### src/rtl/reg_arb_pkg.sv
// ============================================================================
// Module   : reg_arb_pkg
// Brief    : Shared types and defaults for reg_write_arbiter.
// Revision : 1.0 - initial release
// ============================================================================
`default_nettype none

package reg_arb_pkg;

  typedef enum logic [0:0] {
    ST_IDLE  = 1'b0,
    ST_GRANT = 1'b1
  } state_t;

  localparam int NREQ_DEF     = 4;
  localparam int HOLD_MAX_DEF = 15;

  function automatic int owner_w(input int n);
    return (n > 1) ? $clog2(n) : 1;
  endfunction

  localparam int OWNER_W_DEF = owner_w(NREQ_DEF);

endpackage

`default_nettype wire

### src/rtl/reg_write_arbiter_rr_pick.sv
// ============================================================================
// Module   : rr_pick
// Brief    : Combinational round-robin picker: first set mask bit at or after start.
// Revision : 1.0 - initial release
// ============================================================================
`default_nettype none

module rr_pick #(
  parameter int N = 4,
  parameter int W = 2
) (
  input  logic [N-1:0] req_i,
  input  logic [W-1:0] start_i,
  output logic         valid_o,
  output logic [W-1:0] winner_o
);

  logic [W:0]   sum;
  logic [W-1:0] idx;

  // Descending scan so the smallest offset from start is the last (winning) write.
  always_comb begin
    valid_o  = 1'b0;
    winner_o = '0;
    sum      = '0;
    idx      = '0;
    for (int k = N - 1; k >= 0; k--) begin
      sum = {1'b0, start_i} + (W + 1)'(k);
      if (sum >= (W + 1)'(N)) sum = sum - (W + 1)'(N);
      idx = sum[W-1:0];
      if (req_i[idx]) begin
        valid_o  = 1'b1;
        winner_o = idx;
      end
    end
  end

endmodule

`default_nettype wire

### src/rtl/reg_write_arbiter.sv
// ============================================================================
// Module   : reg_write_arbiter
// Brief    : Round-robin arbiter with burst lock for a shared 8-bit register
//            write port. Optional hold timeout via macro REG_ARB_TIMEOUT_EN.
// Revision : 1.0 - initial release
// ============================================================================
`default_nettype none

module reg_write_arbiter
  import reg_arb_pkg::*;
#(
  parameter int NREQ     = NREQ_DEF,
  parameter int HOLD_MAX = HOLD_MAX_DEF
) (
  input  logic              clk,
  input  logic              rst,
  input  logic [NREQ-1:0]   req,
  input  logic [NREQ-1:0]   lock,
  input  logic [8*NREQ-1:0] wdata,
  output logic [NREQ-1:0]   gnt,
  output logic              reg_en,
  output logic [7:0]        reg_d,
  output logic              busy,
  output logic              timeout
);

  localparam int OW = owner_w(NREQ);

  if (HOLD_MAX < 1) begin : g_hold_chk
    $error("HOLD_MAX must be at least 1");
  end

  state_t          state_q;
  logic [OW-1:0]   owner_q;
  logic [OW-1:0]   last_q;
  logic [NREQ-1:0] gnt_q;

  logic [OW-1:0]   w_base;
  logic [OW-1:0]   w_start;
  logic [NREQ-1:0] w_mask;
  logic            w_valid;
  logic [OW-1:0]   w_winner;
  logic            w_hold_req;
  logic            w_force;
  logic            w_release;
  logic            w_new;
  logic [7:0]      w_slice;

  // The current owner is always excluded from a handoff, which also makes it last in order.
  assign w_base     = (state_q == ST_IDLE) ? last_q : owner_q;
  assign w_start    = (w_base == OW'(NREQ - 1)) ? '0 : w_base + 1'b1;
  assign w_mask     = (state_q == ST_IDLE) ? req : (req & ~gnt_q);
  assign w_hold_req = (state_q == ST_GRANT) && lock[owner_q] && req[owner_q];
  assign w_release  = (state_q == ST_GRANT) && (!w_hold_req || w_force);
  assign w_new      = w_valid && ((state_q == ST_IDLE) || w_release);

  rr_pick #(
    .N (NREQ),
    .W (OW)
  ) u_rr_pick (
    .req_i    (w_mask),
    .start_i  (w_start),
    .valid_o  (w_valid),
    .winner_o (w_winner)
  );

  always_ff @(posedge clk) begin
    if (rst) begin
      state_q <= ST_IDLE;
      owner_q <= OW'(NREQ - 1);
      last_q  <= OW'(NREQ - 1);
      gnt_q   <= '0;
    end else begin
      case (state_q)
        ST_IDLE: begin
          if (w_valid) begin
            state_q <= ST_GRANT;
            owner_q <= w_winner;
            gnt_q   <= NREQ'(1) << w_winner;
          end
        end
        ST_GRANT: begin
          if (w_release) begin
            last_q <= owner_q;
            if (w_valid) begin
              owner_q <= w_winner;
              gnt_q   <= NREQ'(1) << w_winner;
            end else begin
              state_q <= ST_IDLE;
              gnt_q   <= '0;
            end
          end
        end
        default: begin
          state_q <= ST_IDLE;
          gnt_q   <= '0;
        end
      endcase
    end
  end

`ifdef REG_ARB_TIMEOUT_EN
  localparam int HW = $clog2(HOLD_MAX + 1);

  logic [HW-1:0] hold_q;
  logic          timeout_q;

  // hold_q counts completed cycles, so the limit hits during the HOLD_MAX-th grant cycle.
  assign w_force = w_hold_req && (hold_q == HW'(HOLD_MAX - 1));

  always_ff @(posedge clk) begin
    if (rst) begin
      hold_q    <= '0;
      timeout_q <= 1'b0;
    end else begin
      timeout_q <= w_force;
      if (w_new)
        hold_q <= '0;
      else if (w_hold_req && !w_force)
        hold_q <= hold_q + 1'b1;
    end
  end

  assign timeout = timeout_q;
`else
  assign w_force = 1'b0;
  assign timeout = 1'b0;
`endif

  always_comb begin
    w_slice = 8'h00;
    for (int i = 0; i < NREQ; i++) begin
      if (owner_q == OW'(i)) w_slice = wdata[8*i +: 8];
    end
  end

  assign gnt    = gnt_q;
  assign busy   = (state_q == ST_GRANT);
  assign reg_en = gnt_q[owner_q] & req[owner_q];
  assign reg_d  = (|gnt_q) ? w_slice : 8'h00;

endmodule

`default_nettype wire

### config.mk
export PLATFORM = sky130hd
export DESIGN_NAME = reg_write_arbiter
export DESIGN_NICKNAME = d
export VERILOG_FILES = /design/src/rtl/reg_arb_pkg.sv /design/src/rtl/reg_write_arbiter_rr_pick.sv /design/src/rtl/reg_write_arbiter.sv
export SDC_FILE = /design/constraint.sdc
export NUM_CORES = 1
export LEC_CHECK = 0
export CORE_ASPECT_RATIO = 0.6
export CORE_UTILIZATION = 33
export CTS_CLUSTER_SIZE = 12
export DETAILED_ROUTE_END_ITERATION = 12
export PLACE_DENSITY = 0.73
export SYNTH_ARGS = -nofsm -noshare
export SYNTH_HDL_FRONTEND = slang
export SYNTH_SLANG_ARGS = --single-unit
### constraint.sdc
create_clock -name clk -period 1.6 [get_ports clk]
set_clock_uncertainty 0.15 [all_clocks]
set_input_delay 0.16 -clock clk [delete_from_list [all_inputs] [get_ports clk]]
set_output_delay 0.16 -clock clk [all_outputs]
set_load 0.01 [all_outputs]
==> reports/results.txt, run 1 <==
The weighted congestion reported at the end of routability-driven placement came out at 0.853. In this design, the largest share of critical-path delay is due to multiplexers. The hold violation count in the final report is 0, and the level count of the clock H-tree is 1. The path class of the tightest hold or removal check is register to register. STA classifies the critical path startpoint as a register.

The initial utilization of the core area, before any placement, comes to 35.3%. Counting every net in the synthesized netlist gives 134. The die extent in x is 69.3 µm.

The cell sitting at the root of the clock tree is a clkbuf_8. At the placement stage, the worst setup path has a slack of -0.493 ns. In this run, post-CTS hold repair placed 0 buffers. The count of placed standard cells in the final layout, fillers left out is 201. Of all cell types, the one taking the most synthesized area is mux4_2. The first global-routing pass estimated 5720 µm of wire.

The prevailing post-synth register cell is dfxtp_1. The number of slew-limit violations in the final report is 0. IR analysis of the VDD net gives a maximum drop of 0.000509 V. The post-synthesis average cell area was 9.75 µm².

Detailed placement ended at an HPWL of 2790 µm. The worst setup path is captured at a register. No sink is reached through more buffers than the 2 on the longest clock path. The number of clock sinks is 9. The final reports fail on negative setup slack. The tools report the number of diodes added for antenna fixing as 0. Dividing the detail-routed via count by the number of cells gives 5.57. The async set-reset flop share out of synthesis was 0%.

Traced cell by cell, the critical path runs through buf_12 -> buf_8 -> mux4_2 -> nand3_2 -> o31a_1 -> nor2_2 -> a32o_1. The via count of the routed design was 1120; the critical path's largest stage delay was 0.56 ns. The sequential cell area fraction in the yosys report came out at 20.1%. The worst setup path is of the register to register kind.

For this design, the slowest cell found on the critical path is mux4_2. The post-route worst setup slack was -0.334 ns. The y dimension of the die came out at 42.4 µm. The total power divided by cell area was 937 nW/µm²; the portion of the clock cycle consumed by the worst path in the final layout was 121%. The area growth from synthesis to layout is 87.4%, and the number of register bits inferred by synthesis is 9. The global router's overall resource usage was 25.8%. Yosys attributes the largest share of cell area to mux4_2 (25%), dfxtp_1 (20%), a32o_1 (5.6%).

The clock transition at the registers of the reported paths is 0.05 ns, and the routed wire length is 3420 µm. TritonCTS built the clock tree. The number of different library cells used by synthesis comes to 35. Setup repair after global routing could not meet its margin everywhere. The detailed-routing iteration count for the pre-antenna-repair pass is 5, and the power consumption is 1.58 mW. For the clock network latency to the later pin of the worst-skew pair, the log shows 0.23 ns.

Once placement completed, the tool counted placed cells totaling 192. Summed over its instances, the top area cell type makes up 25.1% of the synthesized netlist area. Number of buffer cells added on primary ports: 55. The buffers plus inverters on the worst setup path is 2. For the cell area after technology mapping, the log shows 897 µm². The cell count after synthesis came out at 92. The fraction of final layout cells sized beyond drive strength 1 was 36.1%; the largest driver fanout on the critical path was 6. The number of placement rows is 14. The number of violations reported at the end of detailed-routing iteration 0 is 94, and the full die area is 2940 µm². The number of max-capacitance violations reported was 0; the number of global-route vias before repair was 1098. After layout, the minimum clock period comes to 1.93 ns. The count of flip-flops with a built-in enable after synthesis was 0; the final net count was 212.

The logs give 0 for the number of remaining DRC errors and 1.90 ns for the arrival time of the worst setup path. Global routing finished with a remaining overflow of 0. Fill cells in the final layout number 191. The run gives 0 as the number of antenna violations at the first check in global routing. After synthesis, the most frequently instantiated cells are mux4_2 (10), dfxtp_1 (9), nand2_1 (8), nor2b_1 (8), nor2_1 (7).

The maximum achievable frequency is 517 MHz. Setup violations remaining at the end of the flow were counted as 18. The run finished, with violations left. In this run, CTS created clock tree buffers numbering 3. The data required time at the worst endpoint was 1.57 ns. For the leakage power of the design, the log shows 0.695 nW. For the Yosys warning count, the log shows 0. Placeable core region: 2540 µm². The post-detailed-route count of antenna-violating nets is 0, and the maximum number of pins on one net before global-route repair is 13. The average wire length per cell after detail routing was 17.0 µm.

Dominant cell by count in the synthesized netlist: mux4_2. For the number of primary I/O pins, the log shows 57.
flip-flops by register name, indices dropped and copies added, names as in the netlist:
signal	cells
last_q	2
owner_q	2
gnt	4
busy	1
final timing paths:
kind	from	end	slack, ns	cells past startpoint
max reg2reg	owner_q[0]	gnt[3]	-0.33	7
min	gnt[1]	gnt[1]	0.38	1
min reg2reg	gnt[1]	gnt[1]	0.38	1
max	owner_q[0]	gnt[3]	-0.33	7
routing by layer:
| metal | vias up | global-route usage [%] | routed length, µm |
|---|---|---|---|
| met1 | 541 | 36.7 | 1600 |
| li1 | 519 | - | - |
| met2 | 56 | 38.4 | 1520 |
| met3 | 4 | 7.69 | 267 |
| met5 | - | 0 | 0 |
| met4 | 0 | 6.12 | 26 |
placed cells by master, fill, tap and decap left out, types with 4 or more instances in the layout:
cell and n:
clkdlybuf4s50_1 43, buf_4 23, mux4_2 11, nor2b_1 8, nand2_1 8, buf_2 8
nor2_1 6, a32o_1 5, dfxtp_2 4
logic make-up (layout without fill, tap and decap cells):
kind of cell | count (synthesis) | count (layout) | share of synthesized area (%)
other | 1 | 1 | 0.418
multiplexers | 12 | 12 | 29.2
AO/OA/AOI/OAI | 27 | 27 | 24.0
buffers and inverters | 10 | 87 | 6.69
AND/OR/NAND/NOR | 33 | 33 | 19.7
flip-flops | 9 | 9 | 20.1
power by group:
| group | total [mW] | internal, mW | leakage, nW | switching (mW) |
|---|---|---|---|---|
| Combinational | 0.988 | 0.575 | 0.596 | 0.414 |
| Sequential | 0.320 | 0.270 | 0.0759 | 0.0508 |
| Clock | 0.266 | 0.174 | 0.0228 | 0.0923 |
| Total | 1.58 | 1.02 | 0.695 | 0.557 |
final cells by class:
class	instances	area [µm²]	share of cell area [%]
timing repair buffer	80	719	42.8
multi-input combinational	73	673	40.0
sequential	9	193	11.5
clock buffer	4	45.0	2.68
tap	32	40.0	2.38
inverter	3	11.3	0.670
worst reg2reg max path, stage by stage, from the launching register on:
cell and delay (ns):
dfxtp_2 0.33, buf_12 0.11, buf_8 0.11, mux4_2 0.56, nand3_2 0.11, o31a_1 0.17, nor2_2 0.06, a32o_1 0.21
per-stage QoR:
stage          setup TNS, ns  util [%]  hold WS (ns)  cell area [µm²]
4_1_cts                -4.60      65.9         0.379             1670
3_3_place_gp           -6.74      63.4         0.392             1610
2_1_floorplan         -0.581         -        0.0717              915
5_1_grt                -5.37      66.2         0.402             1680
3_5_place_dp           -7.18      63.4         0.424             1610
6_report               -4.34      66.2         0.379             1680
timing repair:
| item | CTS | global route |
|---|---|---|
| setup endpoints to repair | 21 | 21 |
| buffers inserted | 4 | 1 |
| resized for setup | 48 | 6 |
| pin swaps | 4 | 1 |
Power figures use the tool's default switching activity.
==> run 2: changes to the inputs <==
Settings changed: SLEW_MARGIN set to 5.
==> results of run 2 <==
The final DEF is identical to that of run 1; final timing and power are the same.
